## src/rtl/multiplier_seq.sv

```systemverilog
// -----------------------------------------------------------------------------
// multiplier_seq
// Sequential signed 32x32 multiplier. Operand magnitudes are multiplied with a
// radix-2 shift-add loop (one multiplier bit per clock, 32 iterations) into a
// 64-bit accumulator; the product sign is applied once the loop completes.
// A start pulse (mult) is honoured in every state and always restarts the
// computation from the operands present on that edge. Results are presented
// through registered outputs that read zero except in the DONE state.
// -----------------------------------------------------------------------------
module multiplier_seq (
    input  logic        clock,
    input  logic        reset_n,
    input  logic [31:0] data_operandA,
    input  logic [31:0] data_operandB,
    input  logic        mult,
    output logic [31:0] data_result,
    output logic        data_overflow,
    output logic        data_ready
);

    typedef enum logic [1:0] {
        ST_IDLE = 2'd0,
        ST_BUSY = 2'd1,
        ST_DONE = 2'd2
    } state_t;

    // Unsigned magnitude of a two's-complement value. The most negative value
    // maps onto itself, which read as unsigned is exactly 2^31.
    function automatic logic [31:0] magnitude(input logic [31:0] value);
        logic [31:0] mag;
        if (value[31]) begin
            mag = ~value + 32'd1;
        end else begin
            mag = value;
        end
        return mag;
    endfunction

    // True when the signed product (magnitude prod, sign neg) does not fit in
    // 32-bit two's complement. Negative results may reach 2^31, positive ones
    // only 2^31-1.
    function automatic logic product_overflow(input logic [63:0] prod,
                                              input logic        neg);
        logic ovf;
        if (neg) begin
            ovf = (prod > 64'h0000_0000_8000_0000);
        end else begin
            ovf = (prod > 64'h0000_0000_7FFF_FFFF);
        end
        return ovf;
    endfunction

    // Two's-complement negation of the low product word; only the low 32 bits
    // of -P are ever presented, so the upper half never needs negating.
    function automatic logic [31:0] apply_sign(input logic [31:0] prod_low,
                                               input logic        neg);
        logic [31:0] res;
        if (neg) begin
            res = ~prod_low + 32'd1;
        end else begin
            res = prod_low;
        end
        return res;
    endfunction

    localparam logic [5:0] LAST_ITER  = 6'd31;
    localparam logic [5:0] ITER_LIMIT = 6'd32;

    state_t      state_r;
    state_t      state_next_s;

    logic [63:0] acc_r;        // running sum of partial products
    logic [63:0] mcand_r;      // multiplicand magnitude, shifted left per step
    logic [31:0] mplier_r;     // multiplier magnitude, shifted right per step
    logic [5:0]  count_r;      // completed iterations, saturates at 32
    logic        sign_r;       // sign of the final product

    logic        last_iter_s;
    logic [31:0] result_next_s;
    logic        overflow_next_s;

    logic [31:0] result_r;
    logic        overflow_r;
    logic        ready_r;

    assign last_iter_s = (count_r == LAST_ITER);

    // State register.
    always_ff @(posedge clock or negedge reset_n) begin
        if (!reset_n) begin
            state_r <= ST_IDLE;
        end else begin
            state_r <= state_next_s;
        end
    end

    // Next-state logic: a start pulse wins from any state; BUSY exits to DONE
    // on the edge that performs the 32nd iteration.
    always_comb begin
        state_next_s = state_r;
        if (mult) begin
            state_next_s = ST_BUSY;
        end else begin
            case (state_r)
                ST_IDLE: state_next_s = ST_IDLE;
                ST_BUSY: begin
                    if (last_iter_s) begin
                        state_next_s = ST_DONE;
                    end else begin
                        state_next_s = ST_BUSY;
                    end
                end
                ST_DONE: state_next_s = ST_DONE;
                default: state_next_s = ST_IDLE;
            endcase
        end
    end

    // Shift-add datapath: load magnitudes on start, one iteration per BUSY edge.
    always_ff @(posedge clock or negedge reset_n) begin
        if (!reset_n) begin
            acc_r    <= 64'd0;
            mcand_r  <= 64'd0;
            mplier_r <= 32'd0;
            count_r  <= 6'd0;
            sign_r   <= 1'b0;
        end else if (mult) begin
            acc_r    <= 64'd0;
            mcand_r  <= {32'd0, magnitude(data_operandA)};
            mplier_r <= magnitude(data_operandB);
            count_r  <= 6'd0;
            sign_r   <= data_operandA[31] ^ data_operandB[31];
        end else if (state_r == ST_BUSY) begin
            if (mplier_r[0]) begin
                acc_r <= acc_r + mcand_r;
            end else begin
                acc_r <= acc_r;
            end
            mcand_r  <= {mcand_r[62:0], 1'b0};
            mplier_r <= {1'b0, mplier_r[31:1]};
            if (count_r != ITER_LIMIT) begin
                count_r <= count_r + 6'd1;
            end else begin
                count_r <= count_r;
            end
        end else begin
            acc_r    <= acc_r;
            mcand_r  <= mcand_r;
            mplier_r <= mplier_r;
            count_r  <= count_r;
            sign_r   <= sign_r;
        end
    end

    // Signed result and overflow flag derived from the finished accumulator.
    always_comb begin
        result_next_s   = apply_sign(acc_r[31:0], sign_r);
        overflow_next_s = product_overflow(acc_r, sign_r);
    end

    // Output registers: load only while settled in DONE with no restart
    // pending, so a restart or reset never leaves a stale result flagged ready.
    always_ff @(posedge clock or negedge reset_n) begin
        if (!reset_n) begin
            result_r   <= 32'd0;
            overflow_r <= 1'b0;
            ready_r    <= 1'b0;
        end else if (mult) begin
            result_r   <= 32'd0;
            overflow_r <= 1'b0;
            ready_r    <= 1'b0;
        end else if (state_r == ST_DONE) begin
            result_r   <= result_next_s;
            overflow_r <= overflow_next_s;
            ready_r    <= 1'b1;
        end else begin
            result_r   <= 32'd0;
            overflow_r <= 1'b0;
            ready_r    <= 1'b0;
        end
    end

    assign data_result   = result_r;
    assign data_overflow = overflow_r;
    assign data_ready    = ready_r;

endmodule

```

## config.mk

```make
export PLATFORM = sky130hd
export DESIGN_NAME = multiplier_seq
export DESIGN_NICKNAME = d
export VERILOG_FILES = /design/src/rtl/multiplier_seq.sv
export SDC_FILE = /design/constraint.sdc
export NUM_CORES = 1
export LEC_CHECK = 0
export BUFFER_PORTS_ARGS = -buffer_cell sky130_fd_sc_hd__buf_4
export CAP_MARGIN = 10
export CELL_PAD_IN_SITES_DETAIL_PLACEMENT = 1
export CELL_PAD_IN_SITES_GLOBAL_PLACEMENT = 1
export CORE_MARGIN = 2
export CORE_UTILIZATION = 43
export DETAILED_ROUTE_END_ITERATION = 6
export PLACE_DENSITY = 0.89
export SYNTH_ARGS = -nofsm -noshare
export SYNTH_HDL_FRONTEND = slang
export SYNTH_SLANG_ARGS = --single-unit
```

## constraint.sdc

```tcl
create_clock -name clock -period 3.05 [get_ports clock]
set_input_delay 0.1525 -clock clock [delete_from_list [all_inputs] [get_ports clock]]
set_output_delay 0.1525 -clock clock [all_outputs]
set_load 0.05 [all_outputs]
```

==> results of run 1 <==
[layout make-up]
type	count	area (um2)
flip-flops and latches	203	5090
fillers	3572	12500
well taps	402	503
multi-input cells	1278	9330
diodes	4	10.0
clock inverters	12	181
repair buffers	410	3260
inverters	31	119
clock buffers	31	687
[worst max-delay path, cell delays in order (launching register included)]
cell	delay, ns
dfrtp_1	0.55
ha_1	0.40
nand4_1	0.21
nor3_2	0.30
nand4_1	0.21
o32ai_4	0.53
nor3_4	0.13
a211oi_4	0.34
o211ai_1	0.23
a21oi_2	0.22
mux2_4	0.31
[cells in the final DEF (no fill, tap or decap), types with 31 or more instances in the layout]
cell             n
mux2i_1         88
ha_1            39
dlygate4sd3_1   45
xnor2_1         80
o21ai_0        103
buf_4          355
a21oi_1        113
xor2_1          59
nor2_1         122
nand4_1         31
dfrtp_1        192
nand2_1        206
[power groups by stage]
stage	clock network (mW)	registers [mW]	logic, mW
2_1_floorplan	0	3.09	1.57
3_3_place_gp	0	3.09	2.78
3_5_place_dp	0	3.11	2.94
4_1_cts	3.21	3.07	3.20
5_1_grt	3.41	3.17	4.14
6_report	3.31	3.17	4.04
[worst paths after layout]
kind / start / endpoint / slack, ns / depth (start not counted)
worst min-delay path: data_operandA[13] / mcand_r[13] / -0.07 / 4
worst max-delay path: mcand_r[30] / acc_r[63] / -0.52 / 10
max in group asynchronous: reset_n / acc_r[42] / 1.97 / 3
min in group asynchronous: reset_n / count_r[4] / 0.15 / 2
worst max register to register: mcand_r[30] / acc_r[63] / -0.52 / 10
worst min register to register: acc_r[51] / acc_r[51] / 0.57 / 1
[registers in the layout, indices dropped and copies added (netlist names)]
signal,count
acc_r,64
mcand_r,64
data_result,32
mplier_r,32
count_r,6
state_r,2
data_overflow,1
data_ready,1
sign_r,1
[cell families (layout without fill, tap and decap cells)]
group                    Yosys count  in the layout  share of synthesized area (%)
other                              0              4                              0
buffers and inverters            125            484                           3.38
flip-flops                       203            203                           36.5
adder cells (fa/ha/maj)           71             71                           6.44
multiplexers                      91             91                           6.58
AO/OA/AOI/OAI                    452            452                           20.4
XOR/XNOR                         141            141                           8.88
AND/OR/NAND/NOR                  523            523                           17.8
[metal layers]
| metal | vias up | share of wire (%) | track usage [%] | routed length [um] |
|---|---|---|---|---|
| li1 | 6460 | - | - | - |
| met1 | 7906 | 35 | 40.6 | 24400 |
| met2 | 1211 | 47 | 61.0 | 32900 |
| met3 | 512 | 10 | 6.10 | 7070 |
| met4 | 8 | 8.7 | 18.2 | 6110 |
| met5 | - | 0.069 | 0 | 49 |
[through the flow]
| step | instance area, um2 | total power [mW] | TNS, ns | utilization [%] | std cells |
|---|---|---|---|---|---|
| final | 19200 | 10.5 | -6.01 | 60.5 | 2371 |
| after global routing | 19200 | 10.7 | -7.71 | 60.5 | 2371 |
| after CTS | 18300 | 9.49 | -0.0349 | 57.6 | 2346 |
| after detailed placement | 16700 | 6.05 | -3.64 | 52.6 | 2254 |
| after global placement | 16700 | 5.86 | -1.02 | 52.6 | 2254 |
| after floorplan | 13900 | 4.65 | 0 | - | 1606 |
[repair_timing]
item,CTS,global route
resized for setup,55,148
endpoints found under the hold margin,118,1
pin swaps,18,61
endpoints found under the setup margin,38,60
hold buffers,44,1
setup buffers,5,22
==> results.toml, run 1 <==
[outcome]
status = "complete, but fails checks"
violations = "hold timing, setup timing"

[place]
place_congestion = 0.933
port_buffers = 100
hpwl_um = 36000
pre_cts_ws_ns = -0.307

[power_and_ir_drop]
p_switching_mw = 4.00
power.density_nw_per_um2 = 548
seqPwrFrac_pct = 30.2
netSwitchingFraction_pct = 38.0
p_clk_share_pct = 31.4
pwr-share-comb_pct = 38.4
intPower_mw = 6.52
peakVddDrop_uv = 433
leakagePower_nw = 9.27

[timing]
final.setup.worst_slack_ns = -0.517
rsz0062_at_grt = "yes"
finalClockSkew_ns = 0.0307
post-route-period-util_pct = 117
relSlewSlack_pct = 12.7
slew_violations = 0
hold_violations = 7
worst_pin_slew_ns = 1.31
max_freq_ghz = 0.280
layout_min_cycle_time_ns = 3.57
whs_ns = -0.0674
setup_viol = 43

[critical_path]
setup.worst_path.start_class = "flip-flop"
worstPathRequired_ns = 3.52
cp-end-kind = "flip-flop"
crit_arrival_ns = 4.04
worstSetupPathType = "reg2reg"
cp_max_fo = 3

[global_routing]
grt_usage_pct = 34.8
first_global_vias = 16400
grt_first_pass_wirelength_um = 92300
grt_max_degree = 115
overflow = 0
antenna_found_initial = 8

[floorplanning]
fp.dieW_um = 184
num_io_pins = 101
coreArea_um2 = 31700
die_h_um = 184
fp.dieArea_um2 = 33800
placementRows = 65
initial_utilization_pct = 43.8

[clock_network]
cts-root-buf = "clkbuf_16"
clk_path_buf_depth = 3
cts_tree = "yes"
clkTransAtPathRegs_ns = 0.07
clock-sinks = 203
cts_htree_levels = 1
clkLatencyLatePin_ns = 0.60
cts_buffers = 24

[synth]
synth_top_cell_area_share_pct = 36.5
postSynthAreaPerCell_um2 = 8.66
synth-edff-count = 0
synthCells = 1606
synth.top_cells.by_count = "nand2_1, dfrtp_1, a21oi_1"
syn_nets = 1744
synth.area.top_cells = "dfrtp_1, mux2i_1, ha_1"
ys_async_sr_fraction_pct = 100
synth_seq_cells = 203
ys.flop_type = "dfrtp_1"
yosysUniqueCellTypes = 67
synth_area_um2 = 13900
synth_area_leader_cell = "dfrtp_1"
yosys_warnings = 0
ys_seq_area_share_pct = 36.5
yosys.cell_count.top_type = "nand2_1"

[min_path]
hp-class = "in2reg"

[drt]
avgRoutedWirePerCell_um = 29.8
routed_wl_um = 70500
antenna_left = 0
dr.pass1.iters = 6
drt_iter0_markers = 1820
vias_per_cell = 6.79
drcViolationCount = 0
vias = 16100

[final_layout]
fin_nets = 2086
drive_above_1_share_pct = 29.5
synthToLayoutAreaGrowth_pct = 38.0

[run]
cap_viol_max_count = 0
(Power assumes the default switching activity.)
==> run 2, diff against run 1 <==
--- a/config.mk
+++ b/config.mk
@@ -9,7 +9,7 @@
 export CAP_MARGIN = 10
 export CELL_PAD_IN_SITES_DETAIL_PLACEMENT = 1
 export CELL_PAD_IN_SITES_GLOBAL_PLACEMENT = 1
-export CORE_MARGIN = 2
+export CORE_MARGIN = 3
 export CORE_UTILIZATION = 43
 export DETAILED_ROUTE_END_ITERATION = 6
 export PLACE_DENSITY = 0.89
==> constraint.sdc (replaced) <==
create_clock -name clock -period 3.1 [get_ports clock]
set_input_delay 0.31 -clock clock [delete_from_list [all_inputs] [get_ports clock]]
set_output_delay 0.31 -clock clock [all_outputs]
set_load 0.05 [all_outputs]
==> run 2 against run 1 <==
The run ends with setup timing left. Largest cell class unchanged. Clock skew fell by 0.014 ns. Via count fell by 10%. Core utilization fell by 3.5 points. First-iteration DRC count fell by 30%. Register-to-register slack improved by 0.34 ns. Fmax rose by 8.7%. Global-route usage fell by 7.0 points. Cell area fell by 5.8%. Critical path depth rose by 4. Sequential power fell by 3%. Clock power fell by 7.6%.
==> results.toml, run 2 (same netlist as run 1, synthesis figures left out) <==
[final_layout]
largestRegisters = "acc_r: 64 flops, mcand_r: 64 flops"
utilization_pct = 57.0
layout_commonest_cell = "buf_4"
num_antenna_cells = 0
drive_above_1_share_pct = 25.4
multi_input_area_um2 = 9040
regArea_um2 = 5080
layout_common_cells = "buf_4, nand2_1, dfrtp_1, a21oi_1, nor2_1"
stdcell_count = 2282
final_cell_area_um2 = 18100
fill_cells = 3648
synthToLayoutAreaGrowth_pct = 30.1
fin_nets = 2000

[power_and_ir_drop]
p_clk_share_pct = 32.1
power.density_nw_per_um2 = 527
seqPwrFrac_pct = 32.3
netSwitchingFraction_pct = 35.9
peakVddDrop_uv = 395
leakagePower_nw = 8.84
intPower_mw = 6.11
pwr-share-comb_pct = 35.6
p_switching_mw = 3.43

[outcome]
status = "complete, but fails checks"
violations = "setup timing"

[min_path]
hp-class = "in2reg"
min_from = "data_operandB[0]"
holdPathEnd = "mplier_r[0]"
min_path_cells = 3

[timing]
finalClockSkew_ns = 0.0170
setup_viol = 24
max_freq_ghz = 0.305
post-route-period-util_pct = 106
final.setup.worst_slack_ns = -0.181
finalSetupTns_ns = -2.28
slew_violations = 0
relSlewSlack_pct = 25.6
rsz0062_at_grt = "yes"
worst_pin_slew_ns = 1.12
layout_min_cycle_time_ns = 3.28
hold_violations = 0

[drt]
drt_iter0_markers = 1281
vias_per_cell = 6.34
routed_wl_um = 55400
vias = 14500
antenna_left = 0
drcViolationCount = 0
dr.pass1.iters = 5
avgRoutedWirePerCell_um = 24.3

[clock_network]
cts_htree_levels = 1
cts_buffers = 24
cts-root-buf = "clkbuf_16"
cts_tree = "yes"
clk_path_buf_depth = 3
clock-sinks = 203
clkTransAtPathRegs_ns = 0.07
clkLatencyLatePin_ns = 0.56

[place]
place_inst = 2207
hpwl_um = 34800
post_dp_cell_area_um2 = 16300
port_buffers = 100
place_congestion = 0.929

[floorplanning]
num_io_pins = 101
coreArea_um2 = 31700
placementRows = 65
initial_utilization_pct = 43.8
die_h_um = 186
fp.dieArea_um2 = 34500
fp.dieW_um = 186

[global_routing]
overflow = 0
antenna_found_initial = 1
grt_usage_pct = 27.8
first_global_vias = 14400
grt_max_degree = 170
grt_first_pass_wirelength_um = 77200

[critical_path]
cp_max_fo = 4
slowest_delay_ns = 0.38
reg2reg_depth = 14
worstPathRequired_ns = 3.57
cp-end-kind = "flip-flop"
crit_arrival_ns = 3.76
crit_family = "compound AO/OA/AOI/OAI gates"
crit_chain = "ha_1, inv_1, fa_2, nor2b_2, o2111ai_2, a21oi_2, o21ai_1, o31ai_1, buf_4, buf_4, a41oi_1, xnor2_1, nand2_1, a21oi_1"
r2r-start = "mcand_r[0]"
r2r-end = "acc_r[26]"
path_buf_inv = 3
rrSetupSlack_ns = -0.18
cpMaxStageDelayCell = "fa_2"
cpMostUsedCell = "buf_4"
setup.worst_path.start_class = "flip-flop"
worstSetupPathType = "reg2reg"

[run]
cap_viol_max_count = 0
-- run 2: stage by stage --
stage	hold slack, ns	setup WS (ns)	total power [mW]
after floorplan	0.0144	0.0291	4.58
after global placement	0.433	-0.143	5.67
after detailed placement	0.435	-0.205	5.82
after CTS	0.0262	-0.0253	8.95
after global routing	0.0514	-0.341	9.88
final	0.0327	-0.181	9.53
-- run 2: what timing repair did --
item                                   CTS  global route
pin swaps                                7            35
cloned                                   0             0
setup endpoints to repair               28            37
hold buffers                             1             0
gates resized for setup                 35           100
buffers inserted                         7            24
endpoints found under the hold margin   83             0
-- run 2: power by group through the flow --
stage | registers (mW) | clock network (mW) | logic [mW]
global route | 3.09 | 3.21 | 3.58
floorplan | 3.04 | 0 | 1.54
detailed placement | 3.06 | 0 | 2.76
global placement | 3.04 | 0 | 2.63
finish | 3.08 | 3.06 | 3.39
CTS | 3.02 | 3.06 | 2.86
-- run 2: worst min-delay path, stage by stage --
cell	delay (ns)
buf_4	0.12
nand2_1	0.05
o21ai_0	0.06
-- run 2: worst max-delay path by stage --
stage	startpoint	end	slack, ns	depth (start not counted)
finish	mcand_r[0]	acc_r[26]	-0.18	14
global route	mcand_r[0]	acc_r[26]	-0.34	14
detailed placement	acc_r[1]	acc_r[60]	-0.21	12
global placement	acc_r[0]	acc_r[42]	-0.14	14
CTS	acc_r[1]	data_result[28]	-0.03	12
floorplan	acc_r[0]	acc_r[58]	0.03	12
-- run 2: metal layers --
metal	vias up	part of all wire [%]	global-route usage (%)
li1	6266	-	-
met1	7188	38	36.3
met2	769	48	47.7
met3	240	8.8	4.67
met4	2	5.1	7.95
met5	-	0.023	0
-- run 2: area by class of cell --
type,count,area share (%)
clock buffer,37,4.09
clock inverter,7,0.574
multi-input combinational,1278,50.0
timing repair buffer,324,13.7
inverter,31,0.657
tap,402,2.78
sequential,203,28.1
